### src/rtl/arm_rf_pkg.sv
// Shared constants and types for the ARM register-file writeback path.
// The register file holds r0..r14; index 15 is the PC and lives outside it.
package arm_rf_pkg;

   localparam int REG_COUNT      = 15;
   localparam int DEFAULT_DATA_W = 32;
   localparam int DEFAULT_ADDR_W = 4;
   localparam logic [DEFAULT_ADDR_W-1:0] PC_IDX = 4'd15;

   typedef struct packed {
      logic [DEFAULT_ADDR_W-1:0] dest;
      logic [DEFAULT_DATA_W-1:0] data;
   } wb_req_t;

endpackage

### src/rtl/wb_req_fifo.sv
// Circular queue of deferred pipeline writebacks. Every entry's destination and
// occupancy are exported so the top level can compare them against ID-stage operands.
module wb_req_fifo
   import arm_rf_pkg::*;
#(
   parameter int DEPTH  = 4,
   parameter int ADDR_W = DEFAULT_ADDR_W,
   parameter int DATA_W = DEFAULT_DATA_W,
   localparam int PTR_W = $clog2(DEPTH),
   localparam int CNT_W = PTR_W + 1
) (
   input  logic                          clk,
   input  logic                          rst,
   input  logic                          i_push,
   input  logic [ADDR_W-1:0]             i_push_dest,
   input  logic [DATA_W-1:0]             i_push_data,
   input  logic                          i_pop,
   output logic [ADDR_W-1:0]             o_head_dest,
   output logic [DATA_W-1:0]             o_head_data,
   output logic [CNT_W-1:0]              o_count,
   output logic                          o_empty,
   output logic [DEPTH-1:0][ADDR_W-1:0]  o_ent_dest,
   output logic [DEPTH-1:0]              o_ent_valid
);

   logic [DEPTH-1:0][ADDR_W-1:0] r_dest;
   logic [DATA_W-1:0]            r_data [DEPTH];
   logic [DEPTH-1:0]             r_vld;
   logic [PTR_W-1:0]             r_wr_ptr;
   logic [PTR_W-1:0]             r_rd_ptr;
   logic [CNT_W-1:0]             r_count;

   // Pointers wrap for free because DEPTH is a power of two. The caller never pushes
   // when full nor pops when empty, so a same-cycle push and pop never share a slot.
   always_ff @(posedge clk) begin
      if (rst) begin
         r_vld    <= '0;
         r_wr_ptr <= '0;
         r_rd_ptr <= '0;
         r_count  <= '0;
         r_dest   <= '0;
      end else begin
         if (i_pop) begin
            r_vld[r_rd_ptr] <= 1'b0;
            r_rd_ptr        <= r_rd_ptr + 1'b1;
         end
         if (i_push) begin
            r_vld[r_wr_ptr]  <= 1'b1;
            r_dest[r_wr_ptr] <= i_push_dest;
            r_wr_ptr         <= r_wr_ptr + 1'b1;
         end
         case ({i_push, i_pop})
            2'b10:   r_count <= r_count + 1'b1;
            2'b01:   r_count <= r_count - 1'b1;
            default: r_count <= r_count;
         endcase
      end
   end

   always_ff @(posedge clk) begin
      if (i_push) r_data[r_wr_ptr] <= i_push_data;
   end

   assign o_head_dest = r_dest[r_rd_ptr];
   assign o_head_data = r_data[r_rd_ptr];
   assign o_count     = r_count;
   assign o_empty     = (r_count == '0);
   assign o_ent_dest  = r_dest;
   assign o_ent_valid = r_vld;

endmodule

### src/rtl/regfile_wb_arbiter.sv
// Arbitrates the register file's single write port between the pipeline WB stage (A,
// queued when blocked) and SRAM load returns (B, always wins), and flags ID-stage hazards.
module regfile_wb_arbiter
   import arm_rf_pkg::*;
#(
   parameter int DATA_W = DEFAULT_DATA_W,
   parameter int ADDR_W = DEFAULT_ADDR_W,
   parameter int DEPTH  = 4,
   localparam int CNT_W = $clog2(DEPTH) + 1
) (
   input  logic              clk,
   input  logic              rst,
   input  logic              a_valid,
   input  logic [ADDR_W-1:0] a_dest,
   input  logic [DATA_W-1:0] a_data,
   output logic              a_ready,
   input  logic              b_valid,
   input  logic [ADDR_W-1:0] b_dest,
   input  logic [DATA_W-1:0] b_data,
   input  logic [ADDR_W-1:0] chk_src1,
   input  logic [ADDR_W-1:0] chk_src2,
   input  logic [ADDR_W-1:0] chk_dest,
   input  logic [2:0]        chk_en,
   output logic              hazard,
   output logic              wb_en,
   output logic [ADDR_W-1:0] wb_dest,
   output logic [DATA_W-1:0] wb_data,
   output logic [CNT_W-1:0]  q_count
);

   function automatic logic is_rf_reg(input logic [ADDR_W-1:0] d);
      return int'(d) < REG_COUNT;
   endfunction

   logic                         w_a_ready;
   logic                         w_a_acc;
   logic                         w_push;
   logic                         w_pop;
   logic                         w_sel_vld;
   logic [ADDR_W-1:0]            w_sel_dest;
   logic [DATA_W-1:0]            w_sel_data;
   logic [ADDR_W-1:0]            w_head_dest;
   logic [DATA_W-1:0]            w_head_data;
   logic [CNT_W-1:0]             w_count;
   logic                         w_empty;
   logic [DEPTH-1:0][ADDR_W-1:0] w_ent_dest;
   logic [DEPTH-1:0]             w_ent_valid;
   logic [2:0][ADDR_W-1:0]       w_chk;
   logic                         w_hazard;

   logic                         r_wb_en;
   logic [ADDR_W-1:0]            r_wb_dest;
   logic [DATA_W-1:0]            r_wb_data;

   wb_req_fifo #(
      .DEPTH  (DEPTH),
      .ADDR_W (ADDR_W),
      .DATA_W (DATA_W)
   ) u_fifo (
      .clk         (clk),
      .rst         (rst),
      .i_push      (w_push),
      .i_push_dest (a_dest),
      .i_push_data (a_data),
      .i_pop       (w_pop),
      .o_head_dest (w_head_dest),
      .o_head_data (w_head_data),
      .o_count     (w_count),
      .o_empty     (w_empty),
      .o_ent_dest  (w_ent_dest),
      .o_ent_valid (w_ent_valid)
   );

   // Ready depends only on queue occupancy, keeping b_valid off the A handshake path.
   assign w_a_ready = (w_count < CNT_W'(DEPTH));
   assign w_a_acc   = a_valid & w_a_ready;

   always_comb begin
      w_sel_vld  = 1'b0;
      w_sel_dest = '0;
      w_sel_data = '0;
      w_push     = 1'b0;
      w_pop      = 1'b0;
      if (b_valid) begin
         w_sel_vld  = 1'b1;
         w_sel_dest = b_dest;
         w_sel_data = b_data;
         w_push     = w_a_acc;
      end else if (!w_empty) begin
         w_sel_vld  = 1'b1;
         w_sel_dest = w_head_dest;
         w_sel_data = w_head_data;
         w_pop      = 1'b1;
         w_push     = w_a_acc;
      end else if (w_a_acc) begin
         w_sel_vld  = 1'b1;
         w_sel_dest = a_dest;
         w_sel_data = a_data;
      end
   end

   // A PC-destined request still occupies its issue slot but never enables the write.
   always_ff @(posedge clk) begin
      if (rst) begin
         r_wb_en   <= 1'b0;
         r_wb_dest <= '0;
         r_wb_data <= '0;
      end else begin
         r_wb_en <= w_sel_vld & is_rf_reg(w_sel_dest);
         if (w_sel_vld) begin
            r_wb_dest <= w_sel_dest;
            r_wb_data <= w_sel_data;
         end
      end
   end

   assign w_chk = {chk_dest, chk_src2, chk_src1};

   always_comb begin
      w_hazard = 1'b0;
      for (int k = 0; k < 3; k++) begin
         if (chk_en[k] && is_rf_reg(w_chk[k])) begin
            if (r_wb_en && (r_wb_dest == w_chk[k])) w_hazard = 1'b1;
            if (a_valid && (a_dest == w_chk[k]))    w_hazard = 1'b1;
            if (b_valid && (b_dest == w_chk[k]))    w_hazard = 1'b1;
            for (int j = 0; j < DEPTH; j++) begin
               if (w_ent_valid[j] && (w_ent_dest[j] == w_chk[k])) w_hazard = 1'b1;
            end
         end
      end
   end

   assign a_ready = w_a_ready;
   assign hazard  = w_hazard;
   assign wb_en   = r_wb_en;
   assign wb_dest = r_wb_dest;
   assign wb_data = r_wb_data;
   assign q_count = w_count;

endmodule

### config.mk
export PLATFORM = sky130hd
export DESIGN_NAME = regfile_wb_arbiter
export DESIGN_NICKNAME = d
export VERILOG_FILES = /design/src/rtl/arm_rf_pkg.sv /design/src/rtl/wb_req_fifo.sv /design/src/rtl/regfile_wb_arbiter.sv
export SDC_FILE = /design/constraint.sdc
export NUM_CORES = 1
export LEC_CHECK = 0
export BUFFER_PORTS_ARGS = -buffer_cell sky130_fd_sc_hd__buf_2
export CELL_PAD_IN_SITES_DETAIL_PLACEMENT = 1
export CELL_PAD_IN_SITES_GLOBAL_PLACEMENT = 2
export CORE_MARGIN = 8
export CORE_UTILIZATION = 39
export CTS_CLUSTER_DIAMETER = 120
export CTS_CLUSTER_SIZE = 30
export DETAILED_ROUTE_END_ITERATION = 12
export PLACE_DENSITY_LB_ADDON = 0.08
export SYNTH_ARGS = -nofsm -noshare
export SYNTH_HDL_FRONTEND = slang
export SYNTH_SLANG_ARGS = --single-unit
### constraint.sdc
create_clock -name clk -period 2.75 [get_ports clk]
set_input_delay 0.4125 -clock clk [delete_from_list [all_inputs] [get_ports clk]]
set_output_delay 0.4125 -clock clk [all_outputs]
set_load 0.01 [all_outputs]
### Word-level counts from Yosys, hierarchy flattened

Memories as Yosys holds them, arrays and structs flattened. A register that Yosys moved wholly into a read port is not among the register bits.
Index checks and enable logic that the tools add are counted.

| word-level totals | value |
|---|---|
| logic and storage cells | 135 |
| memories kept | 1 |
| input bits | 91 |
| ROM bits | 0 |
| bits in writable memories | 128 |
| register bits after elaboration | 64 |
| output and inout bits | 42 |
| bits in latches | 0 |

| cells by class | value |
|---|---|
| equality and inequality tests | 23 |
| bitwise gates (word level) | 5 |
| magnitude comparators | 9 |
| shifts and indexed selects | 0 |
| div/mod/pow operators | 0 |
| add/subtract/negate cells | 4 |
| reductions and logical operators | 28 |
| multiply operators | 0 |
| mux-type cells | 54 |

Memories:

| name | depth | bits a word | read ports | clocked after memory_dff | wr ports | RTL line | source |
|---|---|---|---|---|---|---|---|
| u_fifo.r_data | 4 | 32 | 1 | 1 | 1 | wb_req_fifo.sv:27 | `logic [DATA_W-1:0] r_data [DEPTH];` |

Operators by type and width:

| cell | count |
|---|---|
| 32-bit two-way mux | 3 |
| 4-bit == test | 21 |
| 1-bit two-way mux | 35 |
| 4-bit two-way mux | 8 |
| 1-bit logical AND | 26 |
| 16-bit bitwise mux | 1 |
| 4-bit < comparator, second input constant | 4 |
| 4-bit binary-select mux with 2-bit select | 1 |
| 4-bit demux with 2-bit select | 1 |
| 2-bit by 3-bit < comparator with 1-bit output, second input constant | 2 |
| 3-bit case mux with 2 select lines | 1 |
| 2-bit by 1-bit adder with 2-bit output, second input constant | 2 |
| 4-bit bitwise AND | 1 |
| 1-bit demux with 2-bit select | 2 |
| 2-bit by 1-bit >= comparator with 1-bit output, second input constant | 2 |
| 2-bit two-way mux | 2 |
| 4-bit NOT | 1 |
| 4-bit OR | 1 |
| 3-bit by 1-bit adder with 3-bit output, second input constant | 1 |
| 3-bit logical NOT | 1 |
| 3-bit < comparator, second input constant | 1 |
| 3-bit by 1-bit subtractor with 3-bit output, second input constant | 1 |
| 1-bit bitwise AND | 2 |
| 2-bit by 1-bit == test with 1-bit output, second input constant | 1 |
| other kinds (2) | 2 |

### Depth between registers and ports, before layout

| logic depth | value |
|---|---|
| depth in word-level cells | 26 |
| mapped depth | 10 |
| gate-level depth less buffers | 9 |

### By module

Synthesis repeated with hierarchy kept, for this count alone.

| unflattened totals | value |
|---|---|
| cell total of the unflattened synthesis | 690 |
| area, all modules | 8,853.5 um^2 |

By module, submodules not included:

| module | times used | area an instance (um^2) | cells each | seq. area each (um^2) |
|---|---|---|---|---|
| wb_req_fifo | 1 | 5,938.2 | 313 | 4,424.2 |
| regfile_wb_arbiter | 1 | 2,915.3 | 377 | 740.7 |

### Worst setup path before layout

OpenSTA, ideal clock, no wires.

| timing path | value |
|---|---|
| kind | register to register |
| start | register u_fifo.r_count[2], in the netlist u_fifo.o_count[2] |
| end | register u_fifo.r_count[2], in the netlist u_fifo.o_count[2] |
| period minus slack after synthesis | 2.210 ns |
| setup time | 0.070 ns |
| path slack | 0.540 ns |
| required time | 2.680 ns |
| cell stages (with the launch flop) | 11 |
| path buffers | 1 |
| data arrival time | 2.139 ns |
| cell sequence | dfxtp_1 and2b_1 buf_4 a21boi_4 inv_2 ha_1 inv_1 fa_1 xor2_1 or3_1 a21oi_1 |

| between the ends | value |
|---|---|
| cells in the longest elaborated chain, start to end | 6 |
| elaborated cells on any way between the ends | 13 |
| those cells by class | 2 x add/sub; 1 x order compare; 2 x eq/ne; 5 x mux; 1 x bitwise; 2 x reduce/logical |

Ends and longest elaborated chain:

| item | RTL line | source |
|---|---|---|
| start, declared | wb_req_fifo.sv:31 | `logic [CNT_W-1:0] r_count;` |
| start signal, assigned | wb_req_fifo.sv:53 | `2'b10: r_count <= r_count + 1'b1;` |
| start signal, assigned | wb_req_fifo.sv:54 | `2'b01: r_count <= r_count - 1'b1;` |
| start signal, assigned | wb_req_fifo.sv:55 | `default: r_count <= r_count;` |
| 3-bit < comparator | regfile_wb_arbiter.sv:75 | `assign w_a_ready = (w_count < CNT_W'(DEPTH));` |
| 1-bit bitwise AND | regfile_wb_arbiter.sv:76 | `assign w_a_acc = a_valid & w_a_ready;` |
| 1-bit two-way mux | regfile_wb_arbiter.sv:89 | `end else if (!w_empty) begin` |
| 1-bit two-way mux | regfile_wb_arbiter.sv:84 | `if (b_valid) begin` |
| 2-bit by 1-bit == test with 1-bit output or 2-bit == test (tied branches) | wb_req_fifo.sv:52 | `case ({i_push, i_pop})` |
| 3-bit case mux with 2 select lines or 2-bit nonzero test (tied branches) | -- |  |

Several ways; a longest one is shown, not always the timed one.
A chain may end at the register's enable or synchronous reset.

### Worst setup path in the final report

| timing path | value |
|---|---|
| start | register u_fifo.r_dest, in the netlist u_fifo.o_ent_dest[1] |
| end | output hazard |

| between the ends | value |
|---|---|
| cells in the longest elaborated chain, start to end | 23 |
| elaborated cells on any way between the ends | 27 |
| those cells by class | 3 x eq/ne; 21 x mux; 3 x reduce/logical |

Ends and longest elaborated chain:

| item | RTL line | source |
|---|---|---|
| start, declared | wb_req_fifo.sv:26 | `logic [DEPTH-1:0][ADDR_W-1:0] r_dest;` |
| start signal, assigned by index | wb_req_fifo.sv:49 | `r_dest[r_wr_ptr] <= i_push_dest;` |
| 4-bit == test | regfile_wb_arbiter.sv:127 | `if (w_ent_valid[j] && (w_ent_dest[j] == w_chk[k])) w_hazard = 1'b1;` |
| 1-bit logical AND | regfile_wb_arbiter.sv:127 |  |
| 1-bit two-way mux (4 in a row) | regfile_wb_arbiter.sv:127 |  |
| 1-bit two-way mux | regfile_wb_arbiter.sv:122 | `if (chk_en[k] && is_rf_reg(w_chk[k])) begin` |
| 1-bit two-way mux | regfile_wb_arbiter.sv:123 | `if (r_wb_en && (r_wb_dest == w_chk[k])) w_hazard = 1'b1;` |
| 1-bit two-way mux | regfile_wb_arbiter.sv:124 | `if (a_valid && (a_dest == w_chk[k])) w_hazard = 1'b1;` |
| 1-bit two-way mux | regfile_wb_arbiter.sv:125 | `if (b_valid && (b_dest == w_chk[k])) w_hazard = 1'b1;` |
| 1-bit two-way mux (4 in a row) | regfile_wb_arbiter.sv:127 |  |
| 1-bit two-way mux | regfile_wb_arbiter.sv:122 |  |
| 1-bit two-way mux | regfile_wb_arbiter.sv:123 |  |
| 1-bit two-way mux | regfile_wb_arbiter.sv:124 |  |
| 1-bit two-way mux | regfile_wb_arbiter.sv:125 |  |
| 1-bit two-way mux (4 in a row) | regfile_wb_arbiter.sv:127 |  |
| 1-bit two-way mux (*) | regfile_wb_arbiter.sv:122 |  |
| end, declared | regfile_wb_arbiter.sv:24 | `output logic hazard,` |

Every way passes the cells marked *; elsewhere a longest branch is shown, timed or not.

==> results.yml <==
worst_setup_path:
  cp-end-kind: "output port"
  critPathMaxFanout: 5
  crit_path_max_incr_delay_ps: 520
  criticalPathCategory: "register to output port"
  startpoint_type: "register"
  worstPathCellList: "xor2_1, nor3_1, nand3_1, nand4_1, nor4_1, o221ai_1, buf_2"
  crit_required_ps: 2340
  critical_path.top_delay_family: "simple AND/OR/NAND/NOR gates"
  cp_slowest_cell: "dfxtp_1"
  crit_arrival_ps: 2140
  worst-path-buf-inv: 1
logic_synthesis:
  synth_top_cell_by_area: "edfxtp_1"
  synth_edf_count: 128
  syn-instance-count: 712
  syn_nets: 813
  synth_area_leaders: "edfxtp_1 (43%), dfxtp_1 (15%), mux4_2 (8.8%)"
  ys_warn_count: 0
  synth_top_area_share_pct: 42.9
  ys_async_sr_fraction_pct: 0
  seq_area_frac_synth_pct: 57.7
  syn_area_sq_um: 8950
  synth-seq-cells: 194
  synth.distinct_cells: 35
  synth_commonest_cells: "edfxtp_1 (128), nor2_1 (76), dfxtp_1 (66)"
  synth-main-ff-cell: "edfxtp_1"
  syn_area_per_cell_sq_um: 12.6
  yosysMostFrequentCell: "edfxtp_1"
floorplan:
  die_y_um: 168
  start_util_pct: 39.7
  die_area_sq_um: 28100
  rows: 55
  core_sq_um: 22600
  die_w_um: 168
  io_pins: 133
power_and_ir_drop:
  leakage_nw: 4.00
  cellPowerDensity_nw_per_um2: 862
  ir_worst_vdd_mv: 0.397
  finalPower_w: 0.00908
cts:
  cts_made_buffers: 17
  cts.repair.resized: 0
  clkLatencyLatePin_ps: 440
  cts_root_buffer: "clkbuf_16"
  clockBufferDepth: 2
  cts_setup_buffers: 0
  h-tree-depth: 4
  clkTransAtPathRegs_ps: 80
  cts.sinks: 194
  cts_tree: "yes"
  cts_hold_buffers: 0
status:
  status: "finished clean"
flow_run:
  max-cap-violations: 0
route:
  dr.pass1.iters: 4
  num_vias: 6030
  ant_nets: 0
  drt_wl_total_um: 24200
  drt-vias-per-instance: 5.35
  drc: 0
  drt_iter0_markers: 304
  wl_per_cell_um: 21.4
sta:
  finalCritPeriodShare_pct: 92.9
  tightest_slew_ps: 730
  skew_ps: 15.9
  setup_viol: 0
  max_freq_mhz: 392
  layout_min_cycle_time_ps: 2550
  rsz0062_at_grt: "no"
  maxSlewHeadroom_pct: 51.3
  setup_tns_ps: 0
  hold_viol: 0
  finalMaxSlewViolations: 0
global_routing:
  antenna_found_initial: 0
  grt_overflow: 0
  grt_max_degree: 65
  grt_pass1_wl_um: 38300
  grt_pass1_vias: 6702
  grt_usage_pct: 17.4
final_layout:
  syn_to_final_growth_pct: 17.6
  nNetsFinal: 931
  fillers: 2393
  drive_above_1_share_pct: 27.4
  antenna_cells: 0
placed_design:
  gp_congestion: 0.861
  port_buffers: 132
  hpwl_um: 17000
hold_path:
  holdCritPathClass: "primary input to register"
[state kept, by name (all words and copies together) (netlist names), named ones only]
| signal | cells |
|---|---|
| u_fifo.r_wr_ptr | 2 |
| wb_en | 1 |
| wb_dest | 4 |
| wb_data | 32 |
| u_fifo.r_rd_ptr | 2 |
| u_fifo.o_count | 3 |
| u_fifo.r_data | 128 |
| u_fifo.o_ent_valid | 4 |
| u_fifo.o_ent_dest | 16 |
[final cells by class]
type / instances / area, sq um / share of cell area, %
Timing Repair Buffer: 150 / 858 / 8.15
Sequential cell: 194 / 5170 / 49.1
Tap cell: 285 / 357 / 3.39
Inverter: 14 / 52.6 / 0.499
Clock buffer: 18 / 439 / 4.17
Clock inverter: 14 / 159 / 1.51
Multi-Input combinational cell: 453 / 3490 / 33.2
[routing by layer]
metal  GRT usage [%]  share of wire [%]  vias to the layer above
met5               0                  0                        -
met4            5.43                1.8                        0
met3            4.07                4.3                       33
met2            30.9                 52                      134
met1            20.6                 42                     3035
li1                -                  -                     2828
[cell families after synthesis]
| group | after synthesis | synth area share, % |
|---|---|---|
| xor gates and xnor gates | 88 | 8.61 |
| DFF | 194 | 57.7 |
| muxes | 69 | 12.8 |
| and+or+nand+nor | 185 | 9.07 |
| buffers and inverters | 65 | 3.37 |
| adders and majority gates | 10 | 1.48 |
| AOI/OAI and AO/OA | 101 | 7.00 |
[cell usage in the layout (no fill, tap or decap), drive strengths merged]
master,count
mux4,36
nor4,7
ha,9
nand3,17
and2b,1
a211oi,32
mux2i,33
dfxtp,66
o21ai,2
nor3,18
a21boi,1
nor2,76
o21a,1
inv,21
a21oi,59
clkbuf,18
and3,1
fa,1
nand2,57
a32oi,1
o211ai,1
xor2,63
clkinv,7
xnor2,25
o221ai,1
a222oi,3
or3,2
buf,150
nand4,6
edfxtp,128
[power by group]
group | total (W) | switching (W) | internal [W]
Sequential | 0.00380 | 0.000263 | 0.00353
Clock | 0.00247 | 0.00122 | 0.00125
Combinational | 0.00281 | 0.00159 | 0.00122
[worst min-delay path, cell delays in order]
cell and delay (ps):
buf_2 70, a21oi_1 50, nor2_1 70
[through the flow]
stage / hold WS [ps] / util (%) / worst slack [ps] / instances / area, sq um
floorplan: 463 / - / 540 / 712 / 8950
global placement: 529 / 44.0 / 549 / 1096 / 9930
detailed placement: 527 / 44.0 / 472 / 1096 / 9930
CTS: 184 / 46.6 / 198 / 1128 / 10500
global route: 193 / 46.6 / 38.0 / 1128 / 10500
finish: 199 / 46.6 / 196 / 1128 / 10500
[final timing paths]
kind                              start                    end  slack [ps]  depth (start not counted)
setup / recovery   u_fifo.o_ent_dest[1]                 hazard         200                          7
hold / removal               b_data[20]            wb_data[20]         200                          3
setup reg to reg      u_fifo.o_count[2]      u_fifo.o_count[2]         500                          9
hold reg to reg   u_fifo.o_ent_valid[3]  u_fifo.o_ent_valid[3]         550                          2
Note: power is estimated with default switching activity, not from simulation.
